File: src/rtl/dmem_if.sv
// Request/response bus between a CPU load/store unit and a data-memory responder.
interface dmem_if;
  logic        req_valid;
  logic        req_ready;
  logic        req_wr;
  logic [31:0] req_addr;
  logic [1:0]  req_size;
  logic        req_unsigned;
  logic [31:0] req_wdata;
  logic        rsp_valid;
  logic        rsp_ready;
  logic [31:0] rsp_rdata;
  logic        rsp_err;

  modport master (
    output req_valid, req_wr, req_addr, req_size, req_unsigned, req_wdata, rsp_ready,
    input  req_ready, rsp_valid, rsp_rdata, rsp_err
  );

  modport slave (
    input  req_valid, req_wr, req_addr, req_size, req_unsigned, req_wdata, rsp_ready,
    output req_ready, rsp_valid, rsp_rdata, rsp_err
  );
endinterface

File: src/rtl/dmem_responder.sv
// Single-outstanding data-memory responder: byte/half/word loads and stores with
// configurable wait states, alignment/range checking and a held response.
module dmem_responder #(
  parameter int ENTRY_COUNT = 32,
  parameter int WAIT_STATES = 1
) (
  input logic   clk,
  input logic   rst,
  dmem_if.slave bus
);

  localparam int IDX_W = (ENTRY_COUNT > 1) ? $clog2(ENTRY_COUNT) : 1;

  typedef enum logic [1:0] {IDLE, WAIT, RESP} state_e;

  state_e      state_q;
  logic [3:0]  cnt_q;
  logic        rsp_valid_q;
  logic        rsp_err_q;
  logic [31:0] rsp_rdata_q;

  logic        wr_q;
  logic        uns_q;
  logic [1:0]  size_q;
  logic [31:0] addr_q;
  logic [31:0] wdata_q;

  logic [31:0] mem_q [ENTRY_COUNT];

  function automatic logic [31:0] load_extract(input logic [31:0] word, input logic [1:0] lane,
                                                input logic [1:0] size, input logic uns);
    logic [31:0] sh;
    logic [7:0]  b;
    logic [15:0] h;
    sh = word >> {lane, 3'b000};
    b  = sh[7:0];
    h  = lane[1] ? word[31:16] : word[15:0];
    case (size)
      2'b00:   return uns ? {24'h0, b} : {{24{b[7]}}, b};
      2'b01:   return uns ? {16'h0, h} : {{16{h[15]}}, h};
      default: return word;
    endcase
  endfunction

  function automatic logic [3:0] store_be(input logic [1:0] lane, input logic [1:0] size);
    case (size)
      2'b00:   return 4'b0001 << lane;
      2'b01:   return lane[1] ? 4'b1100 : 4'b0011;
      default: return 4'b1111;
    endcase
  endfunction

  function automatic logic [31:0] store_lanes(input logic [31:0] wd, input logic [1:0] size);
    case (size)
      2'b00:   return {4{wd[7:0]}};
      2'b01:   return {2{wd[15:0]}};
      default: return wd;
    endcase
  endfunction

  logic            req_ready_c;
  logic            accept_c;
  logic            access_c;
  logic            use_live_c;
  logic            f_wr, f_uns;
  logic [1:0]      f_size;
  logic [31:0]     f_addr, f_wdata;
  logic [IDX_W-1:0] idx_c;
  logic            rsp_err_d;
  logic [31:0]     rsp_rdata_d;
  logic [3:0]      be_c;
  logic [31:0]     wlanes_c;

  assign req_ready_c = (state_q == IDLE) && !rst;
  assign accept_c    = bus.req_valid && req_ready_c;

  // With zero wait states the access happens on the accept edge itself, so the
  // live bus fields are used; otherwise the captured copy is used.
  assign use_live_c = (state_q == IDLE);
  assign f_wr    = use_live_c ? bus.req_wr       : wr_q;
  assign f_uns   = use_live_c ? bus.req_unsigned : uns_q;
  assign f_size  = use_live_c ? bus.req_size     : size_q;
  assign f_addr  = use_live_c ? bus.req_addr     : addr_q;
  assign f_wdata = use_live_c ? bus.req_wdata    : wdata_q;

  assign access_c = !rst && (((state_q == IDLE) && accept_c && (WAIT_STATES == 0)) ||
                             ((state_q == WAIT) && (cnt_q <= 4'd1)));

  assign idx_c     = f_addr[IDX_W+1:2];
  assign rsp_err_d = (f_size == 2'b11) ||
                     ((f_size == 2'b01) && f_addr[0]) ||
                     ((f_size == 2'b10) && (f_addr[1:0] != 2'b00)) ||
                     ({2'b00, f_addr[31:2]} >= 32'(ENTRY_COUNT));
  assign rsp_rdata_d = (f_wr || rsp_err_d) ? 32'h0
                                           : load_extract(mem_q[idx_c], f_addr[1:0], f_size, f_uns);
  assign be_c     = store_be(f_addr[1:0], f_size);
  assign wlanes_c = store_lanes(f_wdata, f_size);

  always_ff @(posedge clk) begin
    if (accept_c) begin
      wr_q    <= bus.req_wr;
      uns_q   <= bus.req_unsigned;
      size_q  <= bus.req_size;
      addr_q  <= bus.req_addr;
      wdata_q <= bus.req_wdata;
    end
  end

  // Memory is deliberately outside the reset domain so contents survive reset.
  always_ff @(posedge clk) begin
    if (access_c && f_wr && !rsp_err_d) begin
      for (int i = 0; i < 4; i++) begin
        if (be_c[i]) mem_q[idx_c][8*i +: 8] <= wlanes_c[8*i +: 8];
      end
    end
  end

  always_ff @(posedge clk) begin
    if (rst) begin
      state_q     <= IDLE;
      cnt_q       <= 4'd0;
      rsp_valid_q <= 1'b0;
      rsp_rdata_q <= 32'h0;
      rsp_err_q   <= 1'b0;
    end else begin
      case (state_q)
        IDLE: begin
          if (accept_c) begin
            if (WAIT_STATES == 0) begin
              state_q     <= RESP;
              rsp_valid_q <= 1'b1;
              rsp_rdata_q <= rsp_rdata_d;
              rsp_err_q   <= rsp_err_d;
            end else begin
              state_q <= WAIT;
              cnt_q   <= 4'(WAIT_STATES);
            end
          end
        end
        WAIT: begin
          if (cnt_q <= 4'd1) begin
            state_q     <= RESP;
            cnt_q       <= 4'd0;
            rsp_valid_q <= 1'b1;
            rsp_rdata_q <= rsp_rdata_d;
            rsp_err_q   <= rsp_err_d;
          end else begin
            cnt_q <= cnt_q - 4'd1;
          end
        end
        RESP: begin
          if (bus.rsp_ready) begin
            state_q     <= IDLE;
            rsp_valid_q <= 1'b0;
            rsp_rdata_q <= 32'h0;
            rsp_err_q   <= 1'b0;
          end
        end
        default: state_q <= IDLE;
      endcase
    end
  end

  assign bus.req_ready = req_ready_c;
  assign bus.rsp_valid = rsp_valid_q;
  assign bus.rsp_rdata = rsp_rdata_q;
  assign bus.rsp_err   = rsp_err_q;

endmodule

File: src/flat_wrapper.sv
// flat-port wrapper written by rule: the top's interface ports become plain ports
module dmem_responder_flat 
#(
  parameter int ENTRY_COUNT = 32,
  parameter int WAIT_STATES = 1
)
  (clk, rst, bus_req_valid, bus_req_wr, bus_req_addr, bus_req_size, bus_req_unsigned, bus_req_wdata, bus_rsp_ready, bus_req_ready, bus_rsp_valid, bus_rsp_rdata, bus_rsp_err);
  dmem_if bus_i ();
  input logic clk;
  input logic rst;
  input wire logic [$bits(bus_i.req_valid)-1:0] bus_req_valid;
  input wire logic [$bits(bus_i.req_wr)-1:0] bus_req_wr;
  input wire logic [$bits(bus_i.req_addr)-1:0] bus_req_addr;
  input wire logic [$bits(bus_i.req_size)-1:0] bus_req_size;
  input wire logic [$bits(bus_i.req_unsigned)-1:0] bus_req_unsigned;
  input wire logic [$bits(bus_i.req_wdata)-1:0] bus_req_wdata;
  input wire logic [$bits(bus_i.rsp_ready)-1:0] bus_rsp_ready;
  output wire logic [$bits(bus_i.req_ready)-1:0] bus_req_ready;
  output wire logic [$bits(bus_i.rsp_valid)-1:0] bus_rsp_valid;
  output wire logic [$bits(bus_i.rsp_rdata)-1:0] bus_rsp_rdata;
  output wire logic [$bits(bus_i.rsp_err)-1:0] bus_rsp_err;
  assign bus_i.req_valid = bus_req_valid;
  assign bus_i.req_wr = bus_req_wr;
  assign bus_i.req_addr = bus_req_addr;
  assign bus_i.req_size = bus_req_size;
  assign bus_i.req_unsigned = bus_req_unsigned;
  assign bus_i.req_wdata = bus_req_wdata;
  assign bus_i.rsp_ready = bus_rsp_ready;
  assign bus_req_ready = bus_i.req_ready;
  assign bus_rsp_valid = bus_i.rsp_valid;
  assign bus_rsp_rdata = bus_i.rsp_rdata;
  assign bus_rsp_err = bus_i.rsp_err;
  dmem_responder #(.ENTRY_COUNT(ENTRY_COUNT), .WAIT_STATES(WAIT_STATES)) u_core (.clk(clk), .rst(rst), .bus(bus_i));
endmodule
File: config.mk
export PLATFORM = sky130hd
export DESIGN_NAME = dmem_responder_flat
export DESIGN_NICKNAME = d
export VERILOG_FILES = /design/src/rtl/dmem_if.sv /design/src/rtl/dmem_responder.sv /design/src/flat_wrapper.sv
export SDC_FILE = /design/constraint.sdc
export NUM_CORES = 1
export LEC_CHECK = 0
export BUFFER_PORTS_ARGS = -buffer_cell sky130_fd_sc_hd__buf_2
export CORE_MARGIN = 3
export CORE_UTILIZATION = 55
export CTS_CLUSTER_SIZE = 30
export DETAILED_ROUTE_END_ITERATION = 8
export HOLD_SLACK_MARGIN = 0.06
export PLACE_DENSITY = 0.72
export SLEW_MARGIN = 20
export SYNTH_ARGS = -nofsm -noshare
export SYNTH_HDL_FRONTEND = slang
export SYNTH_SLANG_ARGS = --single-unit
File: constraint.sdc
create_clock -name clk -period 4.01 [get_ports clk]
set_input_delay 0.2005 -clock clk [delete_from_list [all_inputs] [get_ports clk]]
set_output_delay 0.2005 -clock clk [all_outputs]
set_load 0.1 [all_outputs]
==> results.toml <==
[cts]
htree_levels = 3
post_cts_buffers = 0
cts_buffers = 107
ctsLongestPathBuffers = 3
root_buffer = "clkbuf_16"
clock_sinks = 1132
cts_tree = "yes"
path_clk_slew_ns = 0.07
clock_latency_ns = 0.69

[synth]
yosysWarnings = 0
netlist_area_um2 = 42300
syn_avg_cell_area_um2 = 15.6
synth-seq-area-share_pct = 79.5
async_reset_ff_share_pct = 0
synth_cell_types = 50
synthFlopType = "edfxtp_1"
synth_fp_nets = 2782
syn_inst = 2708
synth_edf_count = 1092
synth_seq_cells = 1132

[global_routing]
grt_pass1_vias = 27083
grtUsageTotal_pct = 29.7
grt.overflow.total = 0
grt_max_degree = 75
grt_first_pass_wirelength_um = 177000
antenna_found_initial = 8

[place]
gp_congestion = 0.953
io_buffers = 106
dp_hpwl_um = 77000

[die]
dieArea_um2 = 80200
chipHeight_um = 283
pin_count = 107
die_x_um = 283
floorplan.initialDensity_pct = 55.6
placeableCoreArea_um2 = 76100
num_rows = 101

[timing]
relSlewSlack_pct = 27.1
setup_tns_ns = 0
fmax_mhz = 259
setup_violations = 0
finalCritPeriodShare_pct = 96.4
rsz0062_at_grt = "no"
drv_slew = 0
fin_skew_ns = 0.0485
period_minus_slack_ns = 3.86
worst_pin_slew_ns = 1.06
hold_violations = 0

[power_and_ir_drop]
power_density_nw_per_um2 = 562
ir_worst_vdd_mv = 0.448
leakage_nw = 16.3
p_total_mw = 28.0

[flow_run]
maxCapViolations = 0

[setup_path]
cp.arrival_ns = 4.43
crit_type = "reg -> reg"
critical_path_required_ns = 4.58
cp-start-kind = "register"
path_max_fanout = 66
worst_setup_path_end_kind = "register"

[routing]
via_count = 28076
wl_per_cell_um = 29.2
wirelength_um = 122000
drc = 0
drtIter0Drc = 4880
drtPass1Iterations = 8
via_per_inst = 6.70
ant_nets = 0

[status]
status = "complete, no violations"

[layout]
syn_to_final_growth_pct = 18.0
fillers = 5168
drive_gt1_share_pct = 18.7
fin_nets = 3139

[min_path]
min_path_type = "in -> reg"
## cells in the final DEF (no fill, tap or decap), types with 5 or more instances in the layout
cell type and instances:
a21oi_1 17, a21oi_2 8, a22oi_1 7, a2bb2oi_1 7, a31oi_1 5, a31oi_2 8
and3_1 8, buf_12 12, buf_2 106, buf_4 242, bufinv_16 13, clkbuf_1 27
clkbuf_16 108, clkinv_1 21, clkinv_2 20, dfxtp_1 40, dlygate4sd3_1 71, edfxtp_1 1092
inv_1 14, mux2i_1 29, mux2i_2 9, nand2_1 113, nand2b_1 8, nand4_1 68
nor2_1 170, nor2_2 7, nor3_1 39, nor4_1 13, o21ai_0 258, o21ai_1 19
o21ai_2 11, o221a_2 7, o22ai_1 512, o31ai_1 7
## report_power, final
group	internal, mW	switching (mW)
clock network	5.85	4.32
logic	1.12	3.02
registers	13.7	0.0279
total	20.6	7.37
## final timing paths
path,startpoint,cells after the start,end,slack (ns)
setup / recovery,u_core.state_q[1],12,u_core.bus.rsp_rdata[11],0.15
hold / removal,bus_req_wdata[3],2,u_core.wdata_q[3],0.24
setup reg to reg,u_core.state_q[1],12,u_core.bus.rsp_rdata[11],0.15
hold reg to reg,u_core.bus.rsp_rdata[19],2,u_core.bus.rsp_rdata[19],0.46
## per-stage QoR
| step | util [%] | setup WS, ns | instance area, um^2 | std cells | hold slack (ns) |
|---|---|---|---|---|---|
| floorplan | - | 0.313 | 42300 | 2708 | 0.299 |
| global placement | 59.9 | 0.224 | 45600 | 3914 | 0.392 |
| detailed placement | 59.9 | 0.217 | 45600 | 3914 | 0.394 |
| CTS | 65.5 | 0.0904 | 49800 | 4186 | 0.215 |
| global route | 65.6 | 0.0525 | 49900 | 4189 | 0.225 |
| finish | 65.6 | 0.146 | 49900 | 4191 | 0.235 |
## per-layer routing
| metal | up-vias | global-route usage [%] | share of wire (%) |
|---|---|---|---|
| met5 | - | 0 | 0.039 |
| met4 | 6 | 12.1 | 5.2 |
| met3 | 387 | 8.23 | 13 |
| met2 | 2154 | 45.9 | 46 |
| met1 | 13836 | 40.2 | 36 |
| li1 | 11693 | - | - |
## cells by family (layout without fill, tap and decap cells)
kind of cell	Yosys count	after routing	share of synthesized area, %
other cells	0	4	0
mux	46	47	1.14
fa+ha+maj	2	2	0.0592
simple gates	451	451	4.87
compound gates	879	879	12.5
flops	1132	1132	79.5
buf+inv	198	646	1.99
## cell type report
| class | count | area, um^2 | area share [%] |
|---|---|---|---|
| Sequential cell | 1132 | 33600 | 67.3 |
| Timing Repair Buffer | 431 | 3300 | 6.61 |
| Clock inverter | 64 | 704 | 1.41 |
| Antenna cell | 4 | 10.0 | 0.0201 |
| Inverter | 14 | 52.6 | 0.105 |
| Tap cell | 1030 | 1290 | 2.58 |
| Multi-Input combinational cell | 1379 | 8110 | 16.3 |
| Clock buffer | 137 | 2830 | 5.68 |
## synthesized netlist by cell type, drive strengths merged (4+ instances only)
library cell | n | area share [%]
a2bb2oi | 7 | 0.15
and3 | 8 | 0.12
mux2i | 39 | 0.92
buf | 71 | 0.86
a22oi | 7 | 0.12
a21oi | 26 | 0.31
o22ai | 512 | 7.6
o221a | 7 | 0.19
nand2 | 113 | 1.0
dfxtp | 40 | 1.9
clkbuf | 113 | 1.0
nand2b | 8 | 0.12
a31oi | 13 | 0.19
nand4 | 68 | 1.0
inv | 14 | 0.12
nor2 | 179 | 1.6
edfxtp | 1092 | 78
o21ai | 288 | 3.5
nor3 | 42 | 0.50
or2 | 4 | 0.059
mux2 | 7 | 0.21
nor4 | 16 | 0.24
o31ai | 7 | 0.12
## critical path, cell delays in order, from the launching register on
cell and delay, ns:
dfxtp_1 0.31, or2_2 0.46, buf_4 0.23, a21oi_4 0.21
buf_12 0.20, buf_12 0.32, o22ai_1 0.19, o21ai_1 0.29
nand4_1 0.23, nor4_2 0.42, o41ai_4 0.22, o221a_2 0.33
o31ai_1 0.29
## registers in the layout (all words and copies together) (netlist names)
signal / count
u_core.mem_q: 1024
u_core.addr_q: 32
u_core.bus.rsp_rdata: 32
u_core.wdata_q: 32
u_core.cnt_q: 4
u_core.size_q: 2
u_core.state_q: 2
u_core.bus.rsp_err: 1
u_core.bus.rsp_valid: 1
u_core.uns_q: 1
u_core.wr_q: 1
## timing repair
action | in CTS | in global routing
setup endpoints to repair | 0 | 7
endpoints found under the hold margin | 75 | 0
gates resized for setup | 0 | 6
hold buffers | 71 | 0
Power figures use the tool's default switching activity.
